[src/rtl/conv_code_pkg.sv]
// Shared definitions for the rate-1/2 convolutional encoder and its matching decoder.
// Generator tables are indexed directly by constraint length K.
package conv_code_pkg;
    localparam int FRAME_LEN = 16;
    localparam int K_MIN     = 3;
    localparam int K_MAX     = 6;
    localparam int SR_W      = K_MAX - 1;
    localparam int CNT_W     = 5;

    typedef logic [K_MAX-1:0] gen_t;

    // Tap bit 0 is the current input; tap n is the input n steps earlier.
    localparam gen_t G0_TAB [K_MIN:K_MAX] = '{6'o07, 6'o15, 6'o23, 6'o53};
    localparam gen_t G1_TAB [K_MIN:K_MAX] = '{6'o05, 6'o17, 6'o35, 6'o75};

    typedef enum logic [1:0] {IDLE, ENC, TAIL} enc_state_t;

    function automatic logic [2:0] clamp_k(input logic [2:0] k);
        if (k < 3'd3) return 3'd3;
        if (k > 3'd6) return 3'd6;
        return k;
    endfunction

    function automatic logic [SR_W-1:0] sr_mask(input logic [2:0] k);
        case (k)
            3'd3:    return 5'b00011;
            3'd4:    return 5'b00111;
            3'd5:    return 5'b01111;
            default: return 5'b11111;
        endcase
    endfunction

    function automatic logic [SR_W-1:0] shift_sr(input logic [SR_W-1:0] s,
                                                 input logic            b,
                                                 input logic [2:0]      k);
        return {s[SR_W-2:0], b} & sr_mask(k);
    endfunction
endpackage

[src/rtl/conv_enc_core.sv]
// Combinational symbol generator: {g0, g1} parity of the input bit and state register.
// Zero latency; no handshake of its own.
module conv_enc_core
    import conv_code_pkg::*;
(
    input  logic            in_bit,
    input  logic [SR_W-1:0] sr,
    input  logic [2:0]      k,
    output logic [1:0]      sym
);
    logic [K_MAX-1:0] taps;
    logic [K_MAX-1:0] g0;
    logic [K_MAX-1:0] g1;

    always_comb begin
        taps = {sr & sr_mask(k), in_bit};
        g0   = G0_TAB[k];
        g1   = G1_TAB[k];
        sym  = {^(taps & g0), ^(taps & g1)};
    end
endmodule

[src/rtl/conv_encoder_sys.sv]
// Rate-1/2 convolutional encoder, K 3..6, 16-bit frames serialized MSB first; CONV_ENC_TAIL_EN adds zero-tail.
// Latency: first registered symbol one cycle after frame acceptance, then one symbol per enc_ready cycle.
// Backpressure: all state and outputs hold while enc_valid && !enc_ready; data_ready only in IDLE.
module conv_encoder_sys
    import conv_code_pkg::*;
(
    input  logic                 clk,
    input  logic                 rst,
    input  logic [2:0]           choose_constraint_length,
    input  logic [FRAME_LEN-1:0] data_in,
    input  logic                 data_valid,
    output logic                 data_ready,
    output logic [1:0]           encoded_bits,
    output logic                 enc_valid,
    input  logic                 enc_ready,
    output logic                 enc_last
);
`ifdef CONV_ENC_TAIL_EN
    localparam bit TAIL_EN = 1'b1;
`else
    localparam bit TAIL_EN = 1'b0;
`endif
    localparam logic [CNT_W-1:0] LAST_BIT = CNT_W'(FRAME_LEN - 1);

    enc_state_t           state, state_nxt;
    logic [FRAME_LEN-1:0] shift_buf, buf_nxt;
    logic [SR_W-1:0]      sr, sr_nxt;
    logic [2:0]           k_reg, k_nxt;
    logic [CNT_W-1:0]     bit_cnt, cnt_nxt, cnt_inc;
    logic                 vld_nxt, last_nxt, in_nxt;
    logic [1:0]           sym;

    assign cnt_inc    = bit_cnt + 5'd1;
    assign data_ready = (state == IDLE);

`ifdef CONV_ENC_TAIL_EN
    logic [CNT_W-1:0] tail_end;
    assign tail_end = CNT_W'(k_reg) - 5'd2;
`endif

    // Next-state values feed the core, so the registered symbol always matches the registered state.
    always_comb begin
        state_nxt = state;
        buf_nxt   = shift_buf;
        sr_nxt    = sr;
        k_nxt     = k_reg;
        cnt_nxt   = bit_cnt;
        vld_nxt   = enc_valid;
        last_nxt  = enc_last;
        case (state)
            IDLE: begin
                if (data_valid) begin
                    state_nxt = ENC;
                    buf_nxt   = data_in;
                    sr_nxt    = '0;
                    k_nxt     = clamp_k(choose_constraint_length);
                    cnt_nxt   = '0;
                end
            end
            ENC: begin
                if (!enc_valid) begin
                    vld_nxt  = 1'b1;
                    last_nxt = !TAIL_EN && (bit_cnt == LAST_BIT);
                end else if (enc_ready) begin
                    sr_nxt  = shift_sr(sr, shift_buf[FRAME_LEN-1], k_reg);
                    buf_nxt = shift_buf << 1;
                    if (bit_cnt == LAST_BIT) begin
`ifdef CONV_ENC_TAIL_EN
                        state_nxt = TAIL;
                        cnt_nxt   = '0;
                        last_nxt  = (tail_end == '0);
`else
                        state_nxt = IDLE;
                        cnt_nxt   = cnt_inc;
                        vld_nxt   = 1'b0;
                        last_nxt  = 1'b0;
`endif
                    end else begin
                        cnt_nxt  = cnt_inc;
                        last_nxt = !TAIL_EN && (cnt_inc == LAST_BIT);
                    end
                end
            end
`ifdef CONV_ENC_TAIL_EN
            TAIL: begin
                if (enc_ready) begin
                    sr_nxt = shift_sr(sr, 1'b0, k_reg);
                    if (bit_cnt == tail_end) begin
                        state_nxt = IDLE;
                        vld_nxt   = 1'b0;
                        last_nxt  = 1'b0;
                    end else begin
                        cnt_nxt  = cnt_inc;
                        last_nxt = (cnt_inc == tail_end);
                    end
                end
            end
`endif
            default: state_nxt = IDLE;
        endcase
        in_nxt = (state_nxt == TAIL) ? 1'b0 : buf_nxt[FRAME_LEN-1];
    end

    conv_enc_core u_core (
        .in_bit (in_nxt),
        .sr     (sr_nxt),
        .k      (k_nxt),
        .sym    (sym)
    );

    always_ff @(posedge clk) begin
        if (rst) begin
            state        <= IDLE;
            shift_buf    <= '0;
            sr           <= '0;
            k_reg        <= 3'd3;
            bit_cnt      <= '0;
            enc_valid    <= 1'b0;
            enc_last     <= 1'b0;
            encoded_bits <= 2'b00;
        end else begin
            state        <= state_nxt;
            shift_buf    <= buf_nxt;
            sr           <= sr_nxt;
            k_reg        <= k_nxt;
            bit_cnt      <= cnt_nxt;
            enc_valid    <= vld_nxt;
            enc_last     <= last_nxt;
            encoded_bits <= vld_nxt ? sym : 2'b00;
        end
    end
endmodule

[config.mk]
export PLATFORM = sky130hd
export DESIGN_NAME = conv_encoder_sys
export DESIGN_NICKNAME = d
export VERILOG_FILES = /design/src/rtl/conv_code_pkg.sv /design/src/rtl/conv_enc_core.sv /design/src/rtl/conv_encoder_sys.sv
export SDC_FILE = /design/constraint.sdc
export NUM_CORES = 1
export LEC_CHECK = 0
export ABC_AREA = 1
export BUFFER_PORTS_ARGS = -buffer_cell sky130_fd_sc_hd__clkbuf_2
export CAP_MARGIN = 25
export CORE_MARGIN = 2
export CORE_UTILIZATION = 50
export CTS_CLUSTER_SIZE = 25
export DETAILED_ROUTE_END_ITERATION = 8
export PLACE_DENSITY_LB_ADDON = 0.05
export SYNTH_ARGS = -nofsm -noshare
export SYNTH_HDL_FRONTEND = slang
export SYNTH_HIERARCHICAL = 1
export SYNTH_SLANG_ARGS = --single-unit
[constraint.sdc]
create_clock -name clk -period 2.7 [get_ports clk]
set_input_delay 0.54 -clock clk [delete_from_list [all_inputs] [get_ports clk]]
set_output_delay 0.54 -clock clk [all_outputs]
set_load 0.1 [all_outputs]
==> out/results.md <==
Run status
• completed — outcome

Final layout
• 0 — Ant. Diodes
• 415 — number of cells in the finished layout apart from fillers
• 0.148 — fraction of layout cells with a size suffix above 1
• 16 — flip-flop count of the largest register, all copies and words added
• 390 — Post-layout nets
• shift_buf — Biggest register
• 12.5% — Layout Area Growth over Synthesis
• shift_buf (16), bit_cnt (5), sr (5) — registers with the most flip-flops
• 434 — count of fill cells added during filler insertion
• 2370 sq um — design area

Setup path
• 2.89 ns — data required time of the critical path
• flip-flop to flip-flop — kind of critical path
• 2.19 ns — critical path data arrival time
• flip-flop — CP Capture Type
• 5 — largest driver fanout on the critical path
• flip-flop — startpoint type of the worst setup path

Clock network
• 2 — H-tree depth
• 0 — post-cts hold buffer count
• 35 — number of sinks handled by clock tree synthesis
• 5 — clock buffers created by TritonCTS
• 0.07 ns — clock transition time at the flip-flop clock pins of the worst setup and hold paths
• 0 — Resize count post-CTS
• yes — CTS tree
• 0 — Post CTS Setup Buffer Count
• 0.29 ns — clock network latency to the later pin of the worst-skew pair
• sky130_fd_sc_hd__clkbuf_8 — CTS root buffer
• 2 — clock buffer depth

Place
• 2250 sq um — post-place instance area
• 3.13 mm — HPWL after DPL
• 0.760 — final RePlAce weighted congestion
• 27 — number of buffer cells added on primary ports
• 407 — placed cell count
• 0.559 ns — placement-stage worst setup slack

STA
• 0.743 — share of the clock period used by the worst path after layout
• 0 — number of setup violations in the final report
• 0 — Fin. Hold Viols
• 0.00966 ns — clk_skew
• 0 ns — final setup TNS
• 498 MHz — Max Freq
• 0 — final-report max-slew violation count
• 0.693 ns — final worst-path setup slack
• no — setup repair after global routing missed its margin
• 0.559 — Max-slew headroom
• 0.661 ns — pin slew with the least headroom to its limit
• 2.01 ns — final worst path period need

Power
• 0.138 — fraction of power consumed by combinational cells
• 0.000898 W — cell internal power dissipation
• 0.000324 W — switching power
• 0.454 — relative contribution of sequential cells to total power
• 0.408 — share of power burned in the clock network
• 516 nW/um^2 — Pwr per Cell Area
• 0.300 mV — Peak VDD IR
• 0.00122 W — Final Power
• 0.265 — switching part of the total power
• 1.22 nW — leakage power

Yosys
• 130 x sky130_fd_sc_hd__nand2_1, 48 x sky130_fd_sc_hd__nor2_1, 35 x sky130_fd_sc_hd__dfxtp_1 — cell types with the highest counts after synthesis
• sky130_fd_sc_hd__dfxtp_1 — most instantiated flip-flop cell in the synthesis netlist
• 35 — number of synthesized register bits
• 2110 sq um — combined area of all synthesized cells
• 0 — Post-synth EDFFs
• 28 — count of unique library cells instantiated by Yosys
• sky130_fd_sc_hd__dfxtp_1 — Yosys top cell by area
• 6 — number of warning messages in the yosys log
• sky130_fd_sc_hd__nand2_1 — most instantiated library cell after synthesis
• 0.333 — register area share after synthesis
• 0.333 — fraction of post-synthesis cell area in the top cell type by area
• sky130_fd_sc_hd__dfxtp_1 33%, sky130_fd_sc_hd__nand2_1 23%, sky130_fd_sc_hd__nor2_1 8.6% — largest cells by area after synthesis
• 6.25 sq um — mean post-synth cell area
• 0 — fraction of synthesis flops using an asynchronous set or reset pin
• 363 — number of nets in the synthesized netlist
• 337 — Post-Synthesis Cells

Detailed routing
• 67 — starting DRC count in detailed routing
• 0 — antenna viol nets, final
• 10.8 um — detail-routed net length per standard cell
• 0 — number of DRC violations after detailed routing
• 4 — first drt pass iteration count
• 2,004 — via count
• 4.83 — detailed-route vias per instance
• 4.47 mm — drt total wl

Run
• 0 — MaxCap Viol Count

Floorplanning
• 68.9 um — Die W
• 4750 sq um — die area
• 0.523 — starting density of the core
• 4030 sq um — Core Area
• 68.9 um — Die Y
• 28 — boundary pin count
• 23 — row count

Worst hold path
• flip-flop to flip-flop — Tightest Hold Check Type

GRT
• 1,720 — vias in the first global route
• 0 — initial antenna violation count
• 7.55 mm — global-route wire length before repair
• 0.213 — total global-route track usage
• 0 — total overflow reported by the global router
• 26 — pin count of the biggest net entering global routing

==> worst paths after layout <==
kind | startpoint | endpoint | slack (ns) | cells past startpoint
worst max register to register | state[0] | encoded_bits[1] | 0.69 | 16
worst min register to register | sr[1] | sr[2] | 0.50 | 2
worst max-delay path | state[0] | encoded_bits[1] | 0.69 | 16
worst min-delay path | sr[1] | sr[2] | 0.50 | 2
==> layout make-up <==
| cell class | instances | area (sq um) | area share |
|---|---|---|---|
| multi-input combinational | 256 | 1190 | 0.503 |
| sequential | 35 | 701 | 0.296 |
| clock inverter | 2 | 35.0 | 0.0148 |
| inverter | 35 | 131 | 0.0555 |
| clock buffer | 6 | 82.6 | 0.0349 |
| timing repair buffer | 31 | 165 | 0.0697 |
| tap | 50 | 62.6 | 0.0264 |
==> power by group through the flow <==
stage	combinational [W]	sequential, W	clock, W
finish	0.000168	0.000555	0.000498
global placement	0.000167	0.000567	0
CTS	0.000169	0.000555	0.000509
floorplan	0.000119	0.000575	0
detailed placement	0.000168	0.000567	0
global route	0.000194	0.000558	0.000529
==> metrics by stage <==
step	hold slack [ns]	utilization
floorplan	0.457	-
global placement	0.466	0.559
detailed placement	0.482	0.559
CTS	0.493	0.588
global route	0.518	0.588
finish	0.497	0.588
==> cells by family after synthesis <==
group / share of synthesized area
buffers and inverters: 0.103
adders and majority gates: 0.0178
AOI/OAI and AO/OA: 0.0582
DFF: 0.333
other: 0.00178
and+or+nand+nor: 0.478
xor gates and xnor gates: 0.00832
==> critical path, stage by stage (launching register included) <==
cell and delay (ns):
sky130_fd_sc_hd__dfxtp_1 0.38, sky130_fd_sc_hd__nor2_2 0.19, sky130_fd_sc_hd__nand2_2 0.08, sky130_fd_sc_hd__nor2_1 0.17, sky130_fd_sc_hd__nand2_1 0.06, sky130_fd_sc_hd__o21ai_0 0.13
sky130_fd_sc_hd__inv_1 0.13, sky130_fd_sc_hd__inv_1 0.11, sky130_fd_sc_hd__nand3_1 0.13, sky130_fd_sc_hd__nand2_1 0.11, sky130_fd_sc_hd__nand2_1 0.05, sky130_fd_sc_hd__nand2_1 0.08
sky130_fd_sc_hd__nand2_1 0.06, sky130_fd_sc_hd__nand3b_1 0.07, sky130_fd_sc_hd__nand2_1 0.06, sky130_fd_sc_hd__inv_1 0.05, sky130_fd_sc_hd__nor2_1 0.04
==> layer usage <==
metal / wire (um) / GRT usage
met3: 175 / 0.0438
met5: 0 / 0
met4: 58 / 0.0735
met2: 1980 / 0.357
met1: 2250 / 0.272
==> cells in the final DEF, fill, tap and decap left out, drive strengths merged <==
cell type and instances:
xnor2 1, a21oi 12, nand3 20, inv 35, nand3b 18, o21ai 8, bufinv 1, clkinv 1
nor2 52, o21a 1, clkbuf 33, ha 3, buf 4, xor2 1, nand4 2, or2 1
conb 1, nor3 1, nand2 134, o211ai 1, dfxtp 35
Power figures use the tool's default switching activity.
